===== config.mk =====
export PLATFORM = sky130hd
export DESIGN_NAME = result_streamer
export DESIGN_NICKNAME = d
export VERILOG_FILES = /design/src/rtl/result_streamer.sv
export SDC_FILE = /design/constraint.sdc
export NUM_CORES = 1
export LEC_CHECK = 0
export ABC_CLOCK_PERIOD_IN_PS = 5000
export BUFFER_PORTS_ARGS = -buffer_cell sky130_fd_sc_hd__buf_2
export CAP_MARGIN = 20
export CORE_MARGIN = 8
export CORE_UTILIZATION = 55
export DETAILED_ROUTE_END_ITERATION = 8
export GPL_TIMING_DRIVEN = 0
export PLACE_DENSITY = 0.8
export SETUP_SLACK_MARGIN = 0.1
export SYNTH_ARGS = -nofsm -noshare
export SYNTH_HDL_FRONTEND = slang
export SYNTH_SLANG_ARGS = --single-unit

===== constraint.sdc =====
create_clock -name clk -period 5 [get_ports clk]
set_input_delay 1.5 -clock clk [delete_from_list [all_inputs] [get_ports clk]]
set_output_delay 1.5 -clock clk [all_outputs]
set_load 0.01 [all_outputs]

===== src/rtl/result_streamer.sv =====
// Drains 4x4 result matrices from output memory into a tagged valid/ready stream.
// Start to first word is 3 cycles; a 2-entry skid buffer sustains 1 word/cycle and holds the head stable under stall.
module result_streamer #(
   parameter int DEPTH    = 2,
   parameter int MAX_MATS = 8
) (
   input  logic        clk,
   input  logic        rst,
   input  logic        start,
   input  logic [3:0]  num_mats,
   output logic        mem_ren,
   output logic [6:0]  mem_addr,
   input  logic [31:0] mem_data,
   output logic        out_valid,
   input  logic        out_ready,
   output logic [31:0] out_data,
   output logic [2:0]  out_mat,
   output logic [1:0]  out_row,
   output logic [1:0]  out_col,
   output logic        out_last,
   output logic        out_final,
   output logic        busy,
   output logic        done
);

   typedef enum logic [1:0] {IDLE, DRAIN, FLUSH} state_t;

   typedef struct packed {
      logic [31:0] dat;
      logic [6:0]  addr;
      logic        fin;
   } entry_t;

   localparam logic [3:0] MAX_N = 4'(MAX_MATS);

   state_t      state_q, state_d;
   logic [3:0]  n_q, n_d;
   logic [7:0]  rd_cnt_q, rd_cnt_d;
   logic        done_q, done_d;
   logic        rd_vld_q;
   logic [6:0]  rd_addr_q;
   logic        rd_fin_q;
   entry_t      ent0_q, ent0_d, ent1_q, ent1_d;
   logic [1:0]  occ_q, occ_d;

   logic [7:0]  total;
   logic        rd_is_last;
   logic        pop;
   logic [2:0]  lvl;
   entry_t      new_e;

   assign total      = {n_q, 4'b0000};
   assign rd_is_last = (rd_cnt_q == total - 8'd1);
   assign pop        = out_valid & out_ready;
   // Occupancy plus in-flight reads, net of this cycle's pop, so full rate is kept without overflow.
   assign lvl        = {1'b0, occ_q} + {2'b00, rd_vld_q} - {2'b00, pop};
   assign mem_ren    = (state_q == DRAIN) && (lvl < 3'(DEPTH));
   assign mem_addr   = mem_ren ? rd_cnt_q[6:0] : 7'd0;
   assign new_e      = {mem_data, rd_addr_q, rd_fin_q};

   assign out_valid  = (occ_q != 2'd0);
   assign out_data   = ent0_q.dat;
   assign out_mat    = ent0_q.addr[6:4];
   assign out_row    = ent0_q.addr[3:2];
   assign out_col    = ent0_q.addr[1:0];
   assign out_last   = &ent0_q.addr[3:0];
   assign out_final  = ent0_q.fin;
   assign busy       = (state_q != IDLE);
   assign done       = done_q;

   always_comb begin
      state_d  = state_q;
      n_d      = n_q;
      rd_cnt_d = rd_cnt_q;
      done_d   = 1'b0;
      case (state_q)
         IDLE: begin
            if (start) begin
               if (num_mats == 4'd0) begin
                  done_d = 1'b1;
               end else begin
                  n_d      = (num_mats > MAX_N) ? MAX_N : num_mats;
                  rd_cnt_d = 8'd0;
                  state_d  = DRAIN;
               end
            end
         end
         DRAIN: begin
            if (mem_ren) begin
               rd_cnt_d = rd_cnt_q + 8'd1;
               if (rd_is_last) state_d = FLUSH;
            end
         end
         FLUSH: begin
            if (pop && out_final) begin
               state_d = IDLE;
               done_d  = 1'b1;
            end
         end
         default: state_d = IDLE;
      endcase
   end

   always_comb begin
      ent0_d = ent0_q;
      ent1_d = ent1_q;
      occ_d  = occ_q;
      case ({rd_vld_q, pop})
         2'b10: begin
            if (occ_q == 2'd0) ent0_d = new_e;
            else               ent1_d = new_e;
            occ_d = occ_q + 2'd1;
         end
         2'b01: begin
            ent0_d = ent1_q;
            occ_d  = occ_q - 2'd1;
         end
         2'b11: begin
            if (occ_q == 2'd1) begin
               ent0_d = new_e;
            end else begin
               ent0_d = ent1_q;
               ent1_d = new_e;
            end
         end
         default: ;
      endcase
   end

   always_ff @(posedge clk or posedge rst) begin
      if (rst) begin
         state_q   <= IDLE;
         n_q       <= 4'd0;
         rd_cnt_q  <= 8'd0;
         done_q    <= 1'b0;
         rd_vld_q  <= 1'b0;
         rd_addr_q <= 7'd0;
         rd_fin_q  <= 1'b0;
         ent0_q    <= '0;
         ent1_q    <= '0;
         occ_q     <= 2'd0;
      end else begin
         state_q   <= state_d;
         n_q       <= n_d;
         rd_cnt_q  <= rd_cnt_d;
         done_q    <= done_d;
         rd_vld_q  <= mem_ren;
         rd_addr_q <= mem_addr;
         rd_fin_q  <= mem_ren && rd_is_last;
         ent0_q    <= ent0_d;
         ent1_q    <= ent1_d;
         occ_q     <= occ_d;
      end
   end

endmodule


# Word level (Yosys, flattened, before mapping)
# Cells that the tools add are included.
[op_classes]
n_reduce_logical = 18
n_addsub = 6
eq_ne = 15
bitwise = 2
order_cmp = 2
mux = 23
[ops]
columns = ["operator", "count"]
rows = [
  ["$mux 40", 4],
  ["$pmux 40 s3", 1],
  ["$pmux 40 s2", 1],
  ["$mux 8", 3],
  ["$ne 2x2->1 const B", 8],
  ["$pmux 8 s2", 1],
  ["$mux 2", 5],
  ["$reduce_bool 2->1", 5],
  ["$add 8x1->8 const B", 1],
  ["$eq 8x8->1", 1],
  ["$reduce_and 4->1", 2],
  ["$sub 8x1->8 const B", 1],
  ["$mux 7", 1],
  ["$eq 2x1->1 const B", 3],
  ["$eq 2x2->1 const B", 3],
  ["$pmux 2 s3", 1],
  ["$reduce_and 3->1", 2],
  ["$reduce_and 5->1", 1],
  ["$gt 4x4->1 const B", 1],
  ["$logic_not 2->1", 2],
  ["$logic_not 4->1", 1],
  ["$mux 4", 1],
  ["$pmux 2 s2", 1],
  ["$add 2x1->3", 1],
  ["11 further kinds", 15],
]
[totals]
input_bits = 40
out_inout_bits = 52
wordCells = 80
reg_bits = 106

# Logic depth before layout (Yosys ltp)
[logic_depth]
depth_word = 7
mapped_depth = 11
depth_no_buf = 11

# Worst setup path after synthesis
# OpenSTA, ideal clock, no wires.
[synth_timing]
kind = "input to output"
start = "in out_ready"
end = "out mem_addr[0]"
required_ns = 3.500
n_path_buf = 1
cell_stages = 8
arrival_time_ns = 3.118
slack_ns = 0.382
path_cell_list = "nand2b_4 nor2_1 o21ai_0 fa_1 xnor2_1 and3_1 clkbuf_1 and2_1"
[synth_between]
elab_chain_len = 5
[synth_rtl]
columns = ["element", "line_no", "source"]
rows = [
  ["from (decl)", "15", "input logic out_ready,"],
  ["$and 1x1->1", "54", "assign pop = out_valid & out_ready;"],
  ["$sub 3x1->3", "56", "assign lvl = {1'b0, occ_q} + {2'b00, rd_vld_q} - {2'b00, pop};"],
  ["$lt 3x2->1", "57", "assign mem_ren = (state_q == DRAIN) && (lvl < 3'(DEPTH));"],
  ["$logic_and 1x1->1", "57", ""],
  ["via mem_ren", "11", "output logic mem_ren,"],
  ["$mux 7", "58", "assign mem_addr = mem_ren ? rd_cnt_q[6:0] : 7'd0;"],
  ["to (decl)", "12", "output logic [6:0] mem_addr,"],
]
# The timed path passes the listed nets, and every way through them passes these cells.

# Final worst setup path
[layout_timing]
start = "in out_ready"
end = "out mem_addr[5]"
[layout_between]
elab_chain_len = 5
[layout_rtl]
columns = ["element", "line_no"]
rows = [
  ["$and 1x1->1", "54"],
  ["$sub 3x1->3", "56"],
  ["$lt 3x2->1", "57"],
  ["$logic_and 1x1->1", "57"],
  ["$mux 7", "58"],
]
# No other way between the ends.

==> results by group <==
Drt
  • Wire per inst: about 17 µm
  • 1st-iter DRT viols: 91
  • Final wirelength: 9.69 mm
  • Via count: approximately 3.2k
  • 1st-pass router iterations: 4
  • Antenna-violating nets left: 0
  • Drt drc: 0
  • Vias/cell: 5.59

Synthesis
  • Most instantiated library cell after synthesis: dfrtp_1
  • Async S/R FF share, synth: 1.00
  • Synthesized instance count: between 300 and 400
  • Register area share after synthesis: 0.577
  • Most instantiated cells after synthesis: 106 x dfrtp_1, 47 x and2_1, 40 x a221o_1
  • Ys flop type: dfrtp_1
  • Top post-synthesis cells by area: dfrtp_1 58%, mux2_2 9.3%, a221o_1 8.7%, and2_1 6.4%, xnor2_1 2.1%
  • Netlist Area Pre-Place: approximately 0.0046 mm²
  • Synth Net Count: approximately 400
  • Post-synth top area cell: dfrtp_1
  • Share of the synthesized area in the top cell type: 0.577
  • EDFF count, synth: 0
  • Synth cell types: 39
  • Syn Area/Cell: between 10 and 15 µm²
  • Register bit count reported by yosys: 106
  • Yosys warning count: 0

Setup path
  • R2R setup slack: 1.82 ns
  • Element type at the critical path start: primary input
  • Worst setup path category: in -> out
  • Capturing element type of the critical path: output pin
  • Crit path to: mem_addr[5]
  • Critical Path Start: out_ready
  • RR Startpoint: occ_q[1]$_DFFE_PP0P_
  • Critical Path RT: 3.50 ns
  • CP arrival: around 3.3 ns
  • Worst Path Max Fanout: 11
  • R2R cell count: 12
  • Worst reg2reg endpoint: rd_cnt_q[7]$_DFFE_PP0P_

Clock network
  • Clk Latency, worst-skew pair: 0.37 ns
  • Hold buffers post-CTS: 0
  • CTS Buf Count: 9
  • Root buf cell: clkbuf_8
  • Clk sink count: about 110
  • Worst-path clk slew: approximately 0.10 ns
  • Htree depth: 3
  • CTS tree: yes
  • Max Root-Sink Buffers: 2

Placed design
  • IO Port Bufs: 91
  • Placer Congestion: roughly 0.81
  • HPWL after DPL: approximately 7.0 mm
  • DP Area: ~0.0052 mm²

Floorplan
  • Rows: 33
  • Die Width: 107 µm
  • Core ar.: just over 0.008 mm²
  • Top Ports: ~90
  • Die height: ~110 µm
  • Starting Density: 0.562
  • Die area: roughly 0.012 mm²

Run status
  • Status: finished clean

Power and ir drop
  • Leak pwr: ~2.7 nW
  • Pwr per Cell Area: around 650 mW/mm²
  • Comb power frac: 0.448
  • Clock Power Share: 0.147
  • Psw: between 1 and 1.5 mW
  • Internal Pwr Total: approximately 2.3 mW
  • Sequential power share: 0.405
  • Switch share: 0.361
  • Max VDD drop: around 240 µV

Final layout
  • # nets final: 506
  • Share of layout cells above drive strength 1: 0.379
  • Diode count: 0
  • Design Area, Final: ~0.0054 mm²
  • Area delta synth->final: 18.3%
  • Core Util, Final: 0.665

STA
  • Final setup viols: 0
  • Layout Skew: between 0.006 and 0.007 ns
  • Final hold violation count: 0
  • Worst hold slack: approximately 0.5 ns
  • FMAX: 210 MHz
  • Period utilisation layout: 0.952
  • Relative slew slack: 0.551
  • Max-slew violations: 0
  • Tightest Pin Transition: about 0.67 ns
  • RSZ-0062 raised after global routing: false
  • Fin crit period: 4.76 ns

GRT
  • Initial antenna violation count: 0
  • Vias in the first global route: approximately 3.4k
  • Gr usage total: 0.178
  • Largest net degree at the start of global routing: 75
  • Global-route wire length before repair: between 15 and 20 mm
  • Grt total ovfl: 0

Hold path
  • Hold Crit Depth: 1
  • Hold Crit Class: reg -> reg

Flow run
  • Max Cap Viol: 0
[worst max-delay path, cell delays in order]
cell	delay (ns)
buf_2	0.12
nand2b_4	0.10
inv_2	0.08
nor2_1	0.10
o21ai_1	0.09
fa_2	0.41
xnor2_2	0.17
and3_1	0.22
buf_6	0.15
and2_1	0.17
buf_2	0.15
[area by class of cell]
type / instances / area [µm²]
Buffer: 20 / 129
Clock buffer: 9 / 124
Clock inverter: 7 / 68.8
Fill cell: 645 / 2740
Inverter: 12 / 47.5
Multi-Input combinational cell: 217 / 1800
Sequential cell: 106 / 2650
Tap cell: 105 / 131
Timing Repair Buffer: 93 / 490
[per-stage QoR]
step | power (mW) | setup TNS (ns) | std cells | worst slack (ns)
4_1_cts | 3.53 | 0 | 568 | 0.109
3_5_place_dp | 2.99 | -0.296 | 552 | -0.0690
2_1_floorplan | 2.49 | 0 | 355 | 0.382
6_report | 3.53 | 0 | 569 | 0.242
5_1_grt | 3.77 | 0 | 569 | 0.0884
3_3_place_gp | 2.92 | -42.72 | 551 | -0.407
[power groups by stage]
stage | registers (mW) | logic [mW] | clock network [mW]
finish | 1.43 | 1.58 | 0.520
global route | 1.48 | 1.73 | 0.567
CTS | 1.43 | 1.56 | 0.532
detailed placement | 1.44 | 1.55 | 0
global placement | 1.42 | 1.49 | 0
floorplan | 1.47 | 1.03 | 0
[how the worst min path moves through the flow]
stage	endpoint	start
final	ent1_q[2]$_DFFE_PP0P_	rd_addr_q[1]$_DFF_PP0_
after detailed placement	ent1_q[2]$_DFFE_PP0P_	rd_addr_q[1]$_DFF_PP0_
after CTS	ent1_q[2]$_DFFE_PP0P_	rd_addr_q[1]$_DFF_PP0_
after global routing	ent1_q[2]$_DFFE_PP0P_	rd_addr_q[1]$_DFF_PP0_
after floorplan	ent1_q[23]$_DFFE_PP0P_	ent1_q[23]$_DFFE_PP0P_
after global placement	ent1_q[25]$_DFFE_PP0P_	ent1_q[25]$_DFFE_PP0P_
[cells by family after synthesis]
family / share of synthesized area
multiplexers: 0.100
XOR/XNOR: 0.0267
flip-flops: 0.577
buffers and inverters: 0.0362
AO/OA/AOI/OAI: 0.112
adder cells (fa/ha/maj): 0.0207
AND/OR/NAND/NOR: 0.127
[layer usage]
metal	track usage	wire [µm]	vias up	share of wire
li1	-	-	1480	-
met1	0.226	4150	1620	0.43
met2	0.289	4920	68	0.51
met3	0.0467	507	11	0.052
met4	0.0595	116	0	0.012
met5	0	0	-	0
[placed cells by master, fill, tap and decap left out, types with 2 or more instances in the layout]
cell type   synthesis  final
nand4_1             3      3
buf_6               4      5
nand2_1            12     12
o21ai_1             3      4
o21ai_0             3      2
buf_2              12    103
a221o_1            40     40
mux2_1              3      3
xnor2_1            11     10
clkbuf_1            3      2
nor2_1             11     10
clkinv_2            0      3
ha_1                6      6
a21oi_1             3      3
dfrtp_1           106    106
xor2_1              3      3
nor3_1              3      3
and3_1              3      3
inv_1              11     10
and2_1             47     47
and4_1              4      4
nand3_1             2      2
mux2_2             38     38
clkbuf_8            0      9
a31o_2              3      3
nor2b_1             3      3
nand3b_1            4      4
clkinvlp_4          0      2
[what timing repair did]
action	4_1_cts	5_1_grt
setup buffers	0	1
setup endpoints to repair	8	8
gates resized for setup	2	7
pin swaps	0	1
[registers in the layout (all words and copies together) (netlist names), 3 cells and up]
name	count
out_data	32
n_q	4
ent1_q	40
rd_cnt_q	8
out_mat	3
rd_addr_q	7
No activity file was read; power rests on OpenSTA's default activity.
